File: config.mk
export PLATFORM = sky130hd
export DESIGN_NAME = launch_pad_flat
export DESIGN_NICKNAME = d
export VERILOG_FILES = /design/src/rtl/launch_pad_if.sv /design/src/rtl/launch_pad.sv /design/src/flat_wrapper.sv
export SDC_FILE = /design/constraint.sdc
export NUM_CORES = 1
export LEC_CHECK = 0
export CAP_MARGIN = 10
export CORE_ASPECT_RATIO = 0.9
export CORE_MARGIN = 1.5
export CORE_UTILIZATION = 50
export CTS_BUF_LIST = sky130_fd_sc_hd__clkbuf_4 sky130_fd_sc_hd__clkbuf_8
export CTS_CLUSTER_SIZE = 28
export DETAILED_ROUTE_END_ITERATION = 6
export GPL_TIMING_DRIVEN = 0
export PLACE_DENSITY_LB_ADDON = 0.2
export SETUP_SLACK_MARGIN = 0.4
export SYNTH_ARGS = -nofsm -noshare
export SYNTH_HDL_FRONTEND = slang
export SYNTH_SLANG_ARGS = --single-unit
File: constraint.sdc
create_clock -name CLK -period 8.95 [get_ports CLK]
set_input_delay 0.895 -clock CLK [delete_from_list [all_inputs] [get_ports CLK]]
set_output_delay 0.895 -clock CLK [all_outputs]
set_load 0.05 [all_outputs]
File: src/rtl/launch_pad_if.sv
// rtl/launch_pad_if.sv - board pin bundle for launch_pad (keypad, DIP switches, piezo, LEDs)
interface launch_pad_if;
  logic BTN1, BTN2, BTN3, BTN4, BTN5, BTN6, BTN7, BTN8, BTN9;
  logic BTN_0, BTN_star, BTN_sharp;
  logic Dip_1, Dip_2, Dip_3, Dip_4, Dip_6, Dip_7, Dip_8;
  logic [3:0] Dout;
  logic Pout;
  logic led_1, led_2, led_3, led_4, led_5, led_6, led_7, led_8;
  logic led_1_R, led_1_G, led_1_B, led_2_R, led_2_G, led_2_B;
  logic led_3_R, led_3_G, led_3_B, led_4_R, led_4_G, led_4_B;

  modport master (
    output BTN1, BTN2, BTN3, BTN4, BTN5, BTN6, BTN7, BTN8, BTN9, BTN_0, BTN_star, BTN_sharp,
    output Dip_1, Dip_2, Dip_3, Dip_4, Dip_6, Dip_7, Dip_8,
    input  Dout, Pout, led_1, led_2, led_3, led_4, led_5, led_6, led_7, led_8,
    input  led_1_R, led_1_G, led_1_B, led_2_R, led_2_G, led_2_B,
    input  led_3_R, led_3_G, led_3_B, led_4_R, led_4_G, led_4_B
  );

  modport slave (
    input  BTN1, BTN2, BTN3, BTN4, BTN5, BTN6, BTN7, BTN8, BTN9, BTN_0, BTN_star, BTN_sharp,
    input  Dip_1, Dip_2, Dip_3, Dip_4, Dip_6, Dip_7, Dip_8,
    output Dout, Pout, led_1, led_2, led_3, led_4, led_5, led_6, led_7, led_8,
    output led_1_R, led_1_G, led_1_B, led_2_R, led_2_G, led_2_B,
    output led_3_R, led_3_G, led_3_B, led_4_R, led_4_G, led_4_B
  );
endinterface

File: src/rtl/launch_pad.sv
// rtl/launch_pad.sv - 12-key launchpad controller: key select, latch, piezo tone, LED feedback
// Optional key debounce enabled by defining LAUNCHPAD_DEBOUNCE_EN.
module launch_pad #(
  parameter int PRESCALE        = 1,
  parameter int DEBOUNCE_CYCLES = 4
) (
  input logic         CLK,
  input logic         RST,
  launch_pad_if.slave pads
);
  localparam int PW = (PRESCALE > 1) ? $clog2(PRESCALE) : 1;

  logic [11:0] key_pins, keys;
  logic [2:0]  octave;
  logic [1:0]  colour;

  logic [11:0] sync1_q, sync1_d, sync2_q, sync2_d, prev_q, prev_d;
  logic        latch_vld_q, latch_vld_d, note_vld_q, note_vld_d;
  logic [3:0]  latch_idx_q, latch_idx_d, note_idx_q, note_idx_d;
  logic [2:0]  note_oct_q, note_oct_d;
  logic [10:0] cnt_q, cnt_d;
  logic [PW-1:0] pre_q, pre_d;
  logic [3:0]  dout_q, dout_d;
  logic        pout_q, pout_d;
  logic [7:0]  led_q, led_d;
  logic [11:0] rgb_q, rgb_d;

  logic        win_vld, act_vld, changed, tick;
  logic [3:0]  win_idx, act_idx;
  logic [10:0] half;
  logic [2:0]  rgb_bits;
  logic [1:0]  row;

  assign key_pins = {pads.BTN_sharp, pads.BTN_star, pads.BTN_0, pads.BTN9, pads.BTN8,
                     pads.BTN7, pads.BTN6, pads.BTN5, pads.BTN4, pads.BTN3, pads.BTN2, pads.BTN1};
  assign octave   = {pads.Dip_1, pads.Dip_2, pads.Dip_3};
  assign colour   = {pads.Dip_7, pads.Dip_8};

  function automatic logic [10:0] half_base(input logic [3:0] idx);
    case (idx)
      4'd0:    half_base = 11'd1911;
      4'd1:    half_base = 11'd1804;
      4'd2:    half_base = 11'd1703;
      4'd3:    half_base = 11'd1607;
      4'd4:    half_base = 11'd1517;
      4'd5:    half_base = 11'd1432;
      4'd6:    half_base = 11'd1351;
      4'd7:    half_base = 11'd1276;
      4'd8:    half_base = 11'd1204;
      4'd9:    half_base = 11'd1136;
      4'd10:   half_base = 11'd1073;
      default: half_base = 11'd1012;
    endcase
  endfunction

`ifdef LAUNCHPAD_DEBOUNCE_EN
  localparam int DW = (DEBOUNCE_CYCLES > 1) ? $clog2(DEBOUNCE_CYCLES) : 1;
  logic [11:0]         db_lvl_q, db_lvl_d;
  logic [11:0][DW-1:0] db_cnt_q, db_cnt_d;

  // A key's level flips only once it has disagreed for DEBOUNCE_CYCLES samples in a row.
  always_comb begin
    db_lvl_d = db_lvl_q;
    db_cnt_d = db_cnt_q;
    for (int i = 0; i < 12; i++) begin
      if (sync2_q[i] == db_lvl_q[i]) begin
        db_cnt_d[i] = '0;
      end else if (db_cnt_q[i] == DW'(DEBOUNCE_CYCLES - 1)) begin
        db_lvl_d[i] = sync2_q[i];
        db_cnt_d[i] = '0;
      end else begin
        db_cnt_d[i] = db_cnt_q[i] + DW'(1);
      end
    end
  end
  assign keys = db_lvl_q;
`else
  assign keys = sync2_q;
`endif

  always_comb begin
    sync1_d = key_pins;
    sync2_d = sync1_q;
    prev_d  = keys;

    // Scan downwards so the lowest pressed note index is the last one written.
    win_vld = 1'b0;
    win_idx = 4'd0;
    for (int i = 11; i >= 0; i--) begin
      if (keys[i]) begin
        win_vld = 1'b1;
        win_idx = 4'(i);
      end
    end

    latch_vld_d = latch_vld_q;
    latch_idx_d = latch_idx_q;
    if (!pads.Dip_6) begin
      latch_vld_d = 1'b0;
      latch_idx_d = 4'd0;
    end else if (win_vld && !prev_q[win_idx]) begin
      if (latch_vld_q && latch_idx_q == win_idx) begin
        latch_vld_d = 1'b0;
      end else begin
        latch_vld_d = 1'b1;
        latch_idx_d = win_idx;
      end
    end

    act_vld = pads.Dip_6 ? latch_vld_d : win_vld;
    act_idx = pads.Dip_6 ? latch_idx_d : win_idx;

    if (!act_vld)            dout_d = 4'hF;
    else if (act_idx <= 4'd8) dout_d = act_idx + 4'd1;
    else if (act_idx == 4'd9) dout_d = 4'd0;
    else                     dout_d = act_idx;

    led_d = 8'd1 << octave;

    case (colour)
      2'b00:   rgb_bits = 3'b100;
      2'b01:   rgb_bits = 3'b010;
      2'b10:   rgb_bits = 3'b001;
      default: rgb_bits = 3'b111;
    endcase
    if (act_idx < 4'd3)      row = 2'd0;
    else if (act_idx < 4'd6) row = 2'd1;
    else if (act_idx < 4'd9) row = 2'd2;
    else                     row = 2'd3;
    rgb_d = '0;
    if (act_vld) begin
      case (row)
        2'd0:    rgb_d[2:0]  = rgb_bits;
        2'd1:    rgb_d[5:3]  = rgb_bits;
        2'd2:    rgb_d[8:6]  = rgb_bits;
        default: rgb_d[11:9] = rgb_bits;
      endcase
    end

    note_vld_d = act_vld;
    note_idx_d = act_idx;
    note_oct_d = octave;
    changed = (act_vld != note_vld_q) ||
              (act_vld && (act_idx != note_idx_q || octave != note_oct_q));

    half = half_base(act_idx) >> octave;
    if (half == 11'd0) half = 11'd1;
    tick = (pre_q == PW'(PRESCALE - 1));

    // Any note/octave change, silence or mute parks the tone generator at phase zero.
    if (changed || !act_vld || pads.Dip_4) begin
      cnt_d  = '0;
      pre_d  = '0;
      pout_d = 1'b0;
    end else begin
      pre_d  = tick ? '0 : pre_q + PW'(1);
      cnt_d  = cnt_q;
      pout_d = pout_q;
      if (tick) begin
        if (cnt_q == half - 11'd1) begin
          cnt_d  = '0;
          pout_d = ~pout_q;
        end else begin
          cnt_d = cnt_q + 11'd1;
        end
      end
    end
  end

  always_ff @(posedge CLK) begin
    if (!RST) begin
      sync1_q     <= '0;
      sync2_q     <= '0;
      prev_q      <= '0;
      latch_vld_q <= 1'b0;
      latch_idx_q <= 4'd0;
      note_vld_q  <= 1'b0;
      note_idx_q  <= 4'd0;
      note_oct_q  <= 3'd0;
      cnt_q       <= '0;
      pre_q       <= '0;
      dout_q      <= 4'hF;
      pout_q      <= 1'b0;
      led_q       <= '0;
      rgb_q       <= '0;
`ifdef LAUNCHPAD_DEBOUNCE_EN
      db_lvl_q    <= '0;
      db_cnt_q    <= '0;
`endif
    end else begin
      sync1_q     <= sync1_d;
      sync2_q     <= sync2_d;
      prev_q      <= prev_d;
      latch_vld_q <= latch_vld_d;
      latch_idx_q <= latch_idx_d;
      note_vld_q  <= note_vld_d;
      note_idx_q  <= note_idx_d;
      note_oct_q  <= note_oct_d;
      cnt_q       <= cnt_d;
      pre_q       <= pre_d;
      dout_q      <= dout_d;
      pout_q      <= pout_d;
      led_q       <= led_d;
      rgb_q       <= rgb_d;
`ifdef LAUNCHPAD_DEBOUNCE_EN
      db_lvl_q    <= db_lvl_d;
      db_cnt_q    <= db_cnt_d;
`endif
    end
  end

  assign pads.Dout = dout_q;
  assign pads.Pout = pout_q;
  assign {pads.led_8, pads.led_7, pads.led_6, pads.led_5,
          pads.led_4, pads.led_3, pads.led_2, pads.led_1} = led_q;
  assign {pads.led_4_R, pads.led_4_G, pads.led_4_B, pads.led_3_R, pads.led_3_G, pads.led_3_B,
          pads.led_2_R, pads.led_2_G, pads.led_2_B, pads.led_1_R, pads.led_1_G, pads.led_1_B} = rgb_q;
endmodule

File: src/flat_wrapper.sv
// flat-port wrapper written by rule: the top's interface ports become plain ports
module launch_pad_flat 
#(
  parameter int PRESCALE        = 1,
  parameter int DEBOUNCE_CYCLES = 4
)
  (CLK, RST, pads_BTN1, pads_BTN2, pads_BTN3, pads_BTN4, pads_BTN5, pads_BTN6, pads_BTN7, pads_BTN8, pads_BTN9, pads_BTN_0, pads_BTN_star, pads_BTN_sharp, pads_Dip_1, pads_Dip_2, pads_Dip_3, pads_Dip_4, pads_Dip_6, pads_Dip_7, pads_Dip_8, pads_Dout, pads_Pout, pads_led_1, pads_led_2, pads_led_3, pads_led_4, pads_led_5, pads_led_6, pads_led_7, pads_led_8, pads_led_1_R, pads_led_1_G, pads_led_1_B, pads_led_2_R, pads_led_2_G, pads_led_2_B, pads_led_3_R, pads_led_3_G, pads_led_3_B, pads_led_4_R, pads_led_4_G, pads_led_4_B);
  launch_pad_if pads_i ();
  input logic CLK;
  input logic RST;
  input wire logic [$bits(pads_i.BTN1)-1:0] pads_BTN1;
  input wire logic [$bits(pads_i.BTN2)-1:0] pads_BTN2;
  input wire logic [$bits(pads_i.BTN3)-1:0] pads_BTN3;
  input wire logic [$bits(pads_i.BTN4)-1:0] pads_BTN4;
  input wire logic [$bits(pads_i.BTN5)-1:0] pads_BTN5;
  input wire logic [$bits(pads_i.BTN6)-1:0] pads_BTN6;
  input wire logic [$bits(pads_i.BTN7)-1:0] pads_BTN7;
  input wire logic [$bits(pads_i.BTN8)-1:0] pads_BTN8;
  input wire logic [$bits(pads_i.BTN9)-1:0] pads_BTN9;
  input wire logic [$bits(pads_i.BTN_0)-1:0] pads_BTN_0;
  input wire logic [$bits(pads_i.BTN_star)-1:0] pads_BTN_star;
  input wire logic [$bits(pads_i.BTN_sharp)-1:0] pads_BTN_sharp;
  input wire logic [$bits(pads_i.Dip_1)-1:0] pads_Dip_1;
  input wire logic [$bits(pads_i.Dip_2)-1:0] pads_Dip_2;
  input wire logic [$bits(pads_i.Dip_3)-1:0] pads_Dip_3;
  input wire logic [$bits(pads_i.Dip_4)-1:0] pads_Dip_4;
  input wire logic [$bits(pads_i.Dip_6)-1:0] pads_Dip_6;
  input wire logic [$bits(pads_i.Dip_7)-1:0] pads_Dip_7;
  input wire logic [$bits(pads_i.Dip_8)-1:0] pads_Dip_8;
  output wire logic [$bits(pads_i.Dout)-1:0] pads_Dout;
  output wire logic [$bits(pads_i.Pout)-1:0] pads_Pout;
  output wire logic [$bits(pads_i.led_1)-1:0] pads_led_1;
  output wire logic [$bits(pads_i.led_2)-1:0] pads_led_2;
  output wire logic [$bits(pads_i.led_3)-1:0] pads_led_3;
  output wire logic [$bits(pads_i.led_4)-1:0] pads_led_4;
  output wire logic [$bits(pads_i.led_5)-1:0] pads_led_5;
  output wire logic [$bits(pads_i.led_6)-1:0] pads_led_6;
  output wire logic [$bits(pads_i.led_7)-1:0] pads_led_7;
  output wire logic [$bits(pads_i.led_8)-1:0] pads_led_8;
  output wire logic [$bits(pads_i.led_1_R)-1:0] pads_led_1_R;
  output wire logic [$bits(pads_i.led_1_G)-1:0] pads_led_1_G;
  output wire logic [$bits(pads_i.led_1_B)-1:0] pads_led_1_B;
  output wire logic [$bits(pads_i.led_2_R)-1:0] pads_led_2_R;
  output wire logic [$bits(pads_i.led_2_G)-1:0] pads_led_2_G;
  output wire logic [$bits(pads_i.led_2_B)-1:0] pads_led_2_B;
  output wire logic [$bits(pads_i.led_3_R)-1:0] pads_led_3_R;
  output wire logic [$bits(pads_i.led_3_G)-1:0] pads_led_3_G;
  output wire logic [$bits(pads_i.led_3_B)-1:0] pads_led_3_B;
  output wire logic [$bits(pads_i.led_4_R)-1:0] pads_led_4_R;
  output wire logic [$bits(pads_i.led_4_G)-1:0] pads_led_4_G;
  output wire logic [$bits(pads_i.led_4_B)-1:0] pads_led_4_B;
  assign pads_i.BTN1 = pads_BTN1;
  assign pads_i.BTN2 = pads_BTN2;
  assign pads_i.BTN3 = pads_BTN3;
  assign pads_i.BTN4 = pads_BTN4;
  assign pads_i.BTN5 = pads_BTN5;
  assign pads_i.BTN6 = pads_BTN6;
  assign pads_i.BTN7 = pads_BTN7;
  assign pads_i.BTN8 = pads_BTN8;
  assign pads_i.BTN9 = pads_BTN9;
  assign pads_i.BTN_0 = pads_BTN_0;
  assign pads_i.BTN_star = pads_BTN_star;
  assign pads_i.BTN_sharp = pads_BTN_sharp;
  assign pads_i.Dip_1 = pads_Dip_1;
  assign pads_i.Dip_2 = pads_Dip_2;
  assign pads_i.Dip_3 = pads_Dip_3;
  assign pads_i.Dip_4 = pads_Dip_4;
  assign pads_i.Dip_6 = pads_Dip_6;
  assign pads_i.Dip_7 = pads_Dip_7;
  assign pads_i.Dip_8 = pads_Dip_8;
  assign pads_Dout = pads_i.Dout;
  assign pads_Pout = pads_i.Pout;
  assign pads_led_1 = pads_i.led_1;
  assign pads_led_2 = pads_i.led_2;
  assign pads_led_3 = pads_i.led_3;
  assign pads_led_4 = pads_i.led_4;
  assign pads_led_5 = pads_i.led_5;
  assign pads_led_6 = pads_i.led_6;
  assign pads_led_7 = pads_i.led_7;
  assign pads_led_8 = pads_i.led_8;
  assign pads_led_1_R = pads_i.led_1_R;
  assign pads_led_1_G = pads_i.led_1_G;
  assign pads_led_1_B = pads_i.led_1_B;
  assign pads_led_2_R = pads_i.led_2_R;
  assign pads_led_2_G = pads_i.led_2_G;
  assign pads_led_2_B = pads_i.led_2_B;
  assign pads_led_3_R = pads_i.led_3_R;
  assign pads_led_3_G = pads_i.led_3_G;
  assign pads_led_3_B = pads_i.led_3_B;
  assign pads_led_4_R = pads_i.led_4_R;
  assign pads_led_4_G = pads_i.led_4_G;
  assign pads_led_4_B = pads_i.led_4_B;
  launch_pad #(.PRESCALE(PRESCALE), .DEBOUNCE_CYCLES(DEBOUNCE_CYCLES)) u_core (.CLK(CLK), .RST(RST), .pads(pads_i));
endmodule
* Word level (Yosys, flattened, before mapping)
Memories as Yosys holds them, arrays and structs flattened.
Cells that the tools add are included.
Widths: inputs -> output; s select.
** Word-level totals
- Logic and storage cells :: 105
- Bits in writable memories :: 0
- Flip-flop bits (word level) :: 86
- Memories :: 1
- Bits in latches :: 0
- Memory bits (read-only) :: 176
** Operators by class
- Eq/ne operators :: 10
- Bitwise gates (word level) :: 4
- Div/mod/pow operators :: 0
- Multiply operators :: 0
- Mux-type cells :: 42
- Magnitude comparators :: 5
- Reduce and logical (&&, ||, !) cells :: 20
- $add $sub $neg :: 4
- Shifts and indexed selects :: 2
** Memory list
- (no name shown) :: depth 16, width 11, rd ports 1, clocked after memory_dff 0, wr ports 0, line launch_pad.sv:40 : case (idx)
** Operator list (number)
- $mux 4 :: 18
- $mux 11 :: 2
- $mux 1 :: 18
- $add 11x1->11 const B :: 1
- $eq 11x11->1 :: 1
- $logic_not 11->1 :: 1
- $shr 11x3->11 :: 1
- $sub 11x1->11 const B :: 1
- $pmux 3 s3 :: 1
- $reduce_and 3->1 :: 3
- $shl 1x3->8 const A :: 1
- $lt 4x5->1 const B :: 1
- $reduce_or 5->1 :: 1
- $add 4x1->4 const B :: 1
- $bmux 1 s4 :: 1
- $eq 2x1->1 const B :: 2
- $eq 2x2->1 const B :: 2
- $eq 4x4->1 :: 1
- $eq 4x4->1 const B :: 1
- $le 4x4->1 const B :: 1
- $logic_not 2->1 :: 2
- $logic_or 1x1->1 :: 4
- $lt 4x2->1 const B :: 1
- $lt 4x3->1 const B :: 1
- 12 further kinds :: 20

* Longest topological paths before layout
Gate-level depths: netlist (run 1).
- Depth after elaboration :: 26
- Mapped depth :: 30

* Least setup slack after synthesis (run 1)
OpenSTA, ideal clock, no wires.
- Path kind :: flip-flop to flip-flop
- Start point :: reg u_core.sync2_q[1] (netlist: u_core.keys[1])
- End point :: reg u_core.pout_q (netlist: u_core.pads.Pout)
- Setup slack :: 2.354 ns
- Setup time :: 0.070 ns
- Stages on the path, launching flop included :: 27
- Data arrival time :: 6.526 ns
- Cell sequence :: dfxtp_1 > buf_6 > or4_4 > or3_4 > a41o_1 > o31ai_4 > or2_2 > buf_2 > nor2_1 > a21oi_1 > inv_1 > ha_1 > o311a_1 > and2_1 > a21o_1 > mux4_2 > and3_1 > a22oi_1 > o22ai_1 > a221oi_2 > ha_1 > xnor2_1 > xnor2_1 > nand3_1 > or3_4 > or4_1 > a21oi_1
** On the way
- Cells in the longest elaborated chain, start to end :: 16
** Ends and longest elaborated chain
- start, declared :: line launch_pad.sv:17 : logic [11:0] sync1_q, sync1_d, sync2_q, sync2_d, prev_q, prev_d;
- start signal, assigned :: line launch_pad.sv:192 : sync2_q <= sync2_d;
- $mux 4 (2 in a row) :: line launch_pad.sv:90 : if (keys[i]) begin
- $bmux 1 s4 :: line launch_pad.sv:101 : end else if (win_vld && !prev_q[win_idx]) begin
- $mux 1 (implied by the code) :: line launch_pad.sv:101
- $logic_not 1->1 :: line launch_pad.sv:101
- $logic_and 1x1->1 :: line launch_pad.sv:101
- $mux 4 :: line launch_pad.sv:101
- $mux 4 :: line launch_pad.sv:98 : if (!pads.Dip_6) begin
- $mux 4 :: line launch_pad.sv:111 : act_idx = pads.Dip_6 ? latch_idx_d : win_idx;
- $mem_v2 16x11 / $ne 4x4->1 (equally long branches)
- $shr 11x3->11 / $logic_or 1x1->1 (equally long branches) :: line launch_pad.sv:146, launch_pad.sv:144
- $logic_not 11->1 / $logic_and 1x1->1 (equally long branches) :: line launch_pad.sv:147, launch_pad.sv:144
- $mux 11 / $logic_or 1x1->1 (equally long branches) :: line launch_pad.sv:147, launch_pad.sv:143
- $sub 11x1->11 / $logic_or 1x1->1 (equally long branches) :: line launch_pad.sv:160, launch_pad.sv:151
- $eq 11x11->1 / $logic_or 1x1->1 (equally long branches) :: line launch_pad.sv:160, launch_pad.sv:151
- $reduce_and 2->1 (no line) / $reduce_or 2->1 (equally long branches)
- end signal, assigned :: line launch_pad.sv:202 : pout_q <= pout_d;
- end, declared :: line launch_pad.sv:24 : logic pout_q, pout_d;
Parallel ways exist; a longest one is shown, timed or not. The select of a mux whose other input is x is not followed.
A chain may end at the register's enable or synchronous reset.

* Final worst setup path (run 1)
- Start point :: reg u_core.sync2_q[2] (netlist: u_core.keys[2])
- End point :: reg u_core.pout_q (netlist: u_core.pads.Pout)
** On the way
- Cells in the longest elaborated chain, start to end :: 17
** Ends and longest elaborated chain (line)
- $mux 4 (3 in a row) :: launch_pad.sv:90
- $bmux 1 s4 :: launch_pad.sv:101
- $mux 1 (implied by the code) :: launch_pad.sv:101
- $logic_not 1->1 :: launch_pad.sv:101
- $logic_and 1x1->1 :: launch_pad.sv:101
- $mux 4 :: launch_pad.sv:101
- $mux 4 :: launch_pad.sv:98
- $mux 4 :: launch_pad.sv:111
- $mem_v2 16x11 / $ne 4x4->1 (equally long branches)
- $shr 11x3->11 / $logic_or 1x1->1 (equally long branches) :: launch_pad.sv:146, launch_pad.sv:144
- $logic_not 11->1 / $logic_and 1x1->1 (equally long branches) :: launch_pad.sv:147, launch_pad.sv:144
- $mux 11 / $logic_or 1x1->1 (equally long branches) :: launch_pad.sv:147, launch_pad.sv:143
- $sub 11x1->11 / $logic_or 1x1->1 (equally long branches) :: launch_pad.sv:160, launch_pad.sv:151
- $eq 11x11->1 / $logic_or 1x1->1 (equally long branches) :: launch_pad.sv:160, launch_pad.sv:151
- $reduce_and 2->1 (no line) / $reduce_or 2->1 (equally long branches)
Parallel ways exist; a longest one is shown, timed or not. The select of a mux whose other input is x is not followed.

==> out/metrics.yaml, run 1 <==
routing:
  drt_iter0_drc: 358
  via_per_inst: 6.06
  avgRoutedWirePerCell_um: 17.3
  dr.pass1.iters: 4
  antenna_left: 0
  vias: 4739
  wirelength_mm: 13.6
  drc: 0
layout:
  area_growth_pct: 15.6
  final_util_pct: 59.9
  nNetsFinal: 686
  antenna_cells: 0
  drive_above_1_share_pct: 7.62
critical_path:
  crit_fanout: 9
  reg2reg_from: "u_core.keys[2]$_SDFF_PN0_"
  reg2reg_slack_ns: 1.24
  cp-start-kind: "flip-flop"
  criticalPathCategory: "reg2reg"
  cp.required_ns: 9.25
  critPathCaptureType: "flip-flop"
  reg2regPathDepth: 26
  critPathArrivalTime_ns: 8.01
  rr_endpoint: "u_core.pads.Pout$_SDFFE_PP0P_"
job:
  max_cap_violations: 0
floorplan:
  dieArea_um2: 10700
  die_w_um: 109
  core_area_um2: 9700
  die_h_um: 98.1
  io_pins: 46
  start_util_pct: 51.8
  rows: 34
synthesis:
  synthTopCellsByArea: "dfxtp_1 34%, nor2_1 5.5%, and2_1 5.4%"
  synth.most_common_cell: "dfxtp_1"
  ys_seq_area_share_pct: 34.3
  postSynthCellCount: 596
  syn-num-nets: 631
  netlist_area_um2: 5020
  avgSynthCellArea_um2: 8.43
  synthTopCellsByCount: "86 x dfxtp_1, 74 x nor2_1, 43 x and2_1"
  synthArstFlopShare_pct: 0
  dominantRegCellSynth: "dfxtp_1"
  synth-seq-cells: 86
  yosys.cell_types.count: 86
  yosysTopAreaCell: "dfxtp_1"
  yosysTopAreaCellShare_pct: 34.3
  yosysWarningCount: 0
  synth_edf_count: 0
clocking:
  clk_latency_ns: 0.37
  clockBufferDepth: 2
  ctsResizeCount: 0
  cts_num_sinks: 86
  cts-root-buf: "clkbuf_8"
  cts_buffers: 9
  cts_tree: "yes"
  clk_pin_slew_ns: 0.09
  htreeDepth: 3
  hold_buffers: 0
  postCtsSetupBuffers: 0
hold_path:
  min_path_cells: 1
  hold_class: "reg2reg"
  min_to: "u_core.keys[10]$_SDFF_PN0_"
  hp-start: "u_core.sync1_q[10]$_SDFF_PN0_"
placed_design:
  port_buffers: 44
  gp_congestion: 0.959
  hpwl_mm: 10.4
grt:
  grt_pass1_vias: 4538
  grtUsageTotal_pct: 26.8
  antenna_found_initial: 0
  grt_pass1_wl_mm: 22.4
  grt_overflow: 0
  grt_max_degree: 17
sta:
  slew_violations: 0
  whs_ns: 0.440
  hold_viol_final: 0
  post-route-period-util_pct: 86.1
  finalSetupTns_ns: 0
  clock.fmax_ghz: 0.130
  setup_viol_count_final: 0
  max_slew_margin_pct: 37.5
  period_needed_ns: 7.71
  worstMarginPinSlew_ns: 0.914
  finClkSkew_ns: 0.00842
  rsz0062_at_grt: "false"
pwr:
  p_int_w: 0.000657
  power_leakage_nw: 2.22
  pwr-share-clk_pct: 24.5
  p_sw_share_pct: 38.6
  comb_power_share_pct: 37.1
  ir_drop_uv: 117
  seqPwrFrac_pct: 38.4
  p_sw_w: 0.000414
  p_per_area_nw_per_um2: 184
outcome:
  status: "finished, final reports clean"
==> cells by family after synthesis <==
group                      after synthesis  share of synthesized area [%]
xor gates and xnor gates                29                           5.06
buffers and inverters                   53                           4.48
muxes                                   12                           2.71
other                                    1                         0.0746
AOI/OAI and AO/OA                      155                           23.9
and+or+nand+nor                        246                           26.0
adders and majority gates               14                           3.49
DFF                                     86                           34.3
==> state kept, by name, summed over array words and instances, names as in the netlist, 3 cells and up <==
name,count
u_core.note_idx_q,4
u_core.cnt_q,11
u_core.sync1_q,12
u_core.pads.Dout,4
u_core.note_oct_q,3
u_core.led_q,8
u_core.latch_idx_q,4
u_core.rgb_q,12
u_core.keys,12
u_core.prev_q,12
==> critical path, cell delays in order (launching register included) <==
cell and delay [ns]:
dfxtp_1 0.31, clkbuf_1 0.19, or4_4 0.54, or3_4 0.39, a41o_1 0.27, o31ai_4 0.36, or2_2 0.17, buf_2 0.15
nor2_1 0.07, a21oi_1 0.65, inv_1 0.28, ha_1 0.41, o311a_1 0.14, and2_1 0.21, a21o_1 0.20, mux4_2 0.54
and3_1 0.23, a22oi_1 0.23, o22ai_1 0.15, a221oi_2 0.36, ha_1 0.33, xnor2_1 0.17, xnor2_1 0.14, nand3_1 0.11
or3_4 0.42, or4_1 0.47, a21oi_1 0.15
==> cells in the final DEF, fill, tap and decap left out, types with 11 or more instances in the layout <==
cell / netlist / layout
clkdlybuf4s50_1: 0 / 44
xnor2_1: 15 / 15
o211ai_1: 11 / 11
a21oi_1: 27 / 27
ha_1: 14 / 14
xor2_1: 14 / 14
nor2_1: 74 / 74
nand3_1: 12 / 12
dfxtp_1: 86 / 86
and2_1: 43 / 43
nand2_1: 36 / 36
clkbuf_1: 19 / 19
o21ai_0: 21 / 21
inv_1: 25 / 25
nor3_1: 13 / 13
==> through the flow <==
stage / area [um^2] / instances / power, W / worst slack (ns)
floorplan: 5020 / 596 / 0.000702 / 2.35
global placement: 5620 / 766 / 0.000808 / 1.41
detailed placement: 5620 / 766 / 0.000806 / 1.32
CTS: 5810 / 782 / 0.00107 / 1.30
global route: 5810 / 782 / 0.00113 / 0.672
finish: 5810 / 782 / 0.00107 / 1.24
==> how the worst max path moves through the flow <==
| stage | from | to | cells past startpoint |
|---|---|---|---|
| after floorplan | u_core.keys[1]$_SDFF_PN0_ | u_core.pads.Pout$_SDFFE_PP0P_ | 26 |
| final | u_core.keys[2]$_SDFF_PN0_ | u_core.pads.Pout$_SDFFE_PP0P_ | 26 |
| after global routing | u_core.keys[11]$_SDFF_PN0_ | u_core.pads.Pout$_SDFFE_PP0P_ | 26 |
| after detailed placement | u_core.keys[11]$_SDFF_PN0_ | u_core.cnt_q[5]$_SDFFE_PP0N_ | 26 |
| after global placement | u_core.keys[2]$_SDFF_PN0_ | u_core.cnt_q[7]$_SDFFE_PP0N_ | 26 |
| after CTS | u_core.keys[11]$_SDFF_PN0_ | u_core.pads.Pout$_SDFFE_PP0P_ | 26 |
==> routing by layer <==
layer  global-route usage, %  vias to the layer above  routed length [um]
met4                    10.2                        0                 343
li1                        -                     2289                   -
met1                    35.8                     2224                6100
met2                    41.3                      196                5960
met5                       0                        -                   0
met3                    6.94                       30                1160
==> layout make-up <==
type                            count  area, um^2
Timing Repair Buffer               44         440
Sequential cell                    86        1720
Clock buffer                       10         131
Multi-Input combinational cell    457        3080
Fill cell                         889        3890
Inverter                           26        97.6
Buffer                             27         128
Tap cell                          126         158
Clock inverter                      6        52.6
==> power by group through the flow <==
stage / combinational (W) / sequential [W] / clock [W]
2_1_floorplan: 0.000255 / 0.000446 / 0
3_3_place_gp: 0.000389 / 0.000419 / 0
3_5_place_dp: 0.000386 / 0.000420 / 0
4_1_cts: 0.000388 / 0.000411 / 0.000267
5_1_grt: 0.000430 / 0.000413 / 0.000284
6_report: 0.000397 / 0.000411 / 0.000263
Note: power is estimated with default switching activity, not from simulation.
==> run 2: changes to the inputs <==
HOLD_SLACK_MARGIN = 0.03   (was unset)
==> results of run 2 <==
No change in the layout: final DEF, timing and power equal those of run 1.
==> run 3: changes to the inputs <==
DONT_BUFFER_PORTS = 1   (was unset)
==> run 3 against run 2 <==
  * Wire length is 1.2% lower
  * First-iteration DRC count is 6.1% lower
  * Sequential cell count stayed put
  * Register-to-register slack worse by 0.23 ns
  * Final cell count is 5.6% lower
  * Combinational power is 13% lower
  * Via count is 2.0% lower
  * Setup slack worse by 0.23 ns
  * Utilization is 4.4 points lower
==> out/metrics.yaml, run 3 (same netlist as run 1, synthesis figures left out) <==
clocking:
  cts-root-buf: "clkbuf_8"
  cts_buffers: 9  # unchanged
  ctsResizeCount: 0  # unchanged
  cts_tree: "yes"
  clk_pin_slew_ns: 0.09  # about the same
  clk_latency_ns: 0.37  # about the same
  htreeDepth: 3  # unchanged
  cts_num_sinks: 86  # unchanged
  hold_buffers: 0  # unchanged
  postCtsSetupBuffers: 0  # unchanged
  clockBufferDepth: 2  # unchanged
floorplan:
  core_area_um2: 9700  # unchanged
  io_pins: 46  # unchanged
  die_h_um: 98.1  # unchanged
  start_util_pct: 51.8  # unchanged
  dieArea_um2: 10700  # unchanged
  die_w_um: 109  # unchanged
  rows: 34  # unchanged
grt:
  grt_max_degree: 16  # -1
  grtUsageTotal_pct: 26.4  # -0.42 points
  grt_pass1_wl_mm: 21.9  # -2.3%
  grt_overflow: 0  # unchanged
  antenna_found_initial: 0  # unchanged
  grt_pass1_vias: 4226  # -6.9%
pwr:
  p_sw_w: 0.000407  # -1.7%
  seqPwrFrac_pct: 41.6  # +3.2 points
  ir_drop_uv: 114  # -2.1%
  p_int_w: 0.000651  # -0.86%
  power.total_w: 0.00106  # -1.2%
  power_leakage_nw: 2.07  # -7.0%
  p_sw_share_pct: 38.4  # -0.20 points
  p_per_area_nw_per_um2: 197  # +6.7%
  comb_power_share_pct: 32.6  # -4.5 points
  pwr-share-clk_pct: 25.8  # +1.3 points
sta:
  hold_viol_final: 0  # unchanged
  clock.fmax_ghz: 0.126  # -2.9%
  finalSetupTns_ns: 0  # unchanged
  period_needed_ns: 7.94  # +0.230 ns
  post-route-period-util_pct: 88.7  # +2.6 points
  finClkSkew_ns: 0.0174  # +0.00902 ns
  setup_viol_count_final: 0  # unchanged
  rsz0062_at_grt: "false"
  max_slew_margin_pct: 35.8  # -1.7 points
  slew_violations: 0  # unchanged
  worstMarginPinSlew_ns: 0.939  # +0.0253 ns
placed_design:
  hpwl_mm: 10.0  # -3.7%
  port_buffers: 0  # -100%
  gp_congestion: 0.926  # -3.5%
job:
  max_cap_violations: 0  # unchanged
routing:
  antenna_left: 0  # unchanged
  vias: 4645  # -2.0%
  drc: 0  # unchanged
  dr.pass1.iters: 7  # +3
  avgRoutedWirePerCell_um: 18.1  # +4.6%
  wirelength_mm: 13.4  # -1.2%
  via_per_inst: 6.29  # +3.9%
  drt_iter0_drc: 336  # -6.1%
layout:
  area_growth_pct: 7.05
  final_cell_mix: "86 x dfxtp_1, 74 x nor2_1, 43 x and2_1"
  drive_above_1_share_pct: 8.17  # +0.55 points
  layout_commonest_cell: "dfxtp_1"
  final_util_pct: 55.4  # -4.4 points
  antenna_cells: 0  # unchanged
  nNetsFinal: 642  # -6.4%
critical_path:
  reg2reg_from: "u_core.keys[7]$_SDFF_PN0_"
  cp_slowest_stage_delay_ns: 0.84  # +0.19 ns
  startpoint: "u_core.keys[7]$_SDFF_PN0_"
  cpMaxStageDelayCell: "a2111oi_0"
  critPathCaptureType: "flip-flop"
  crit_fanout: 9  # unchanged
  critPathArrivalTime_ns: 8.23  # +0.22 ns
  cp-start-kind: "flip-flop"
  cp.required_ns: 9.24  # about the same
  criticalPathCategory: "reg2reg"
outcome:
  status: "finished, final reports clean"
hold_path:
  hold_class: "reg2reg"
  hp-start: "u_core.sync1_q[4]$_SDFF_PN0_"
-- run 3: cell count changes in the layout (fill, tap and decap cells not counted) --
cell             delta
clkinv_4            +2
clkinv_2            -1
clkinvlp_4          -1
inv_6               -1
clkdlybuf4s50_1    -44
inv_8               -1
clkbuf_8            +2
-- run 3: cell type report --
| cell class | instances | area (um^2) |
|---|---|---|
| tap | 126 | 158 |
| multi-input combinational | 457 | 3080 |
| inverter | 26 | 97.6 |
| clock inverter | 4 | 37.5 |
| sequential | 86 | 1720 |
| buffer | 27 | 128 |
| clock buffer | 12 | 159 |
| fill | 955 | 4320 |
-- run 3: power by group through the flow --
stage	clock, W	sequential (W)	combinational, W
floorplan	0	0.000446	0.000255
detailed placement	0	0.000449	0.000333
finish	0.000273	0.000440	0.000345
CTS	0.000280	0.000440	0.000335
global placement	0	0.000449	0.000331
global route	0.000299	0.000443	0.000376
-- run 3: through the flow --
step / instances / hold slack [ns] / setup WS, ns / area [um^2]
after CTS: 738 / 0.439 / 1.16 / 5380
final: 738 / 0.439 / 1.01 / 5380
after global routing: 738 / 0.458 / 0.457 / 5380
after detailed placement: 722 / 0.417 / 1.33 / 5180
after global placement: 722 / 0.414 / 1.41 / 5180
after floorplan: 596 / 0.412 / 2.35 / 5020
-- run 3: layer usage --
layer	GRT usage, %	up-vias	wire, um	part of all wire, %
met2	38.4	241	5800	43
li1	-	2195	-	-
met3	6.74	37	1290	9.6
met5	0	-	0	0
met4	10.9	0	387	2.9
met1	36.8	2172	5920	44
-- run 3: final timing paths --
kind         slack [ns]  cells past startpoint                       endpoint
min                0.44                      1      u_core.keys[4]$_SDFF_PN0_
max reg2reg        1.01                     26  u_core.pads.Pout$_SDFFE_PP0P_
min reg2reg        0.44                      1      u_core.keys[4]$_SDFF_PN0_
max                1.01                     26  u_core.pads.Pout$_SDFFE_PP0P_
-- run 3: worst max-delay path, delay by kind of cell, from the launching register on --
kind	cells	cell delay [ns]
AO/OA/AOI/OAI	10	3.25
XOR/XNOR	2	0.33
adder cells (fa/ha/maj)	2	0.75
buffers and inverters	2	0.47
flip-flops	1	0.41
AND/OR/NAND/NOR	10	2.66
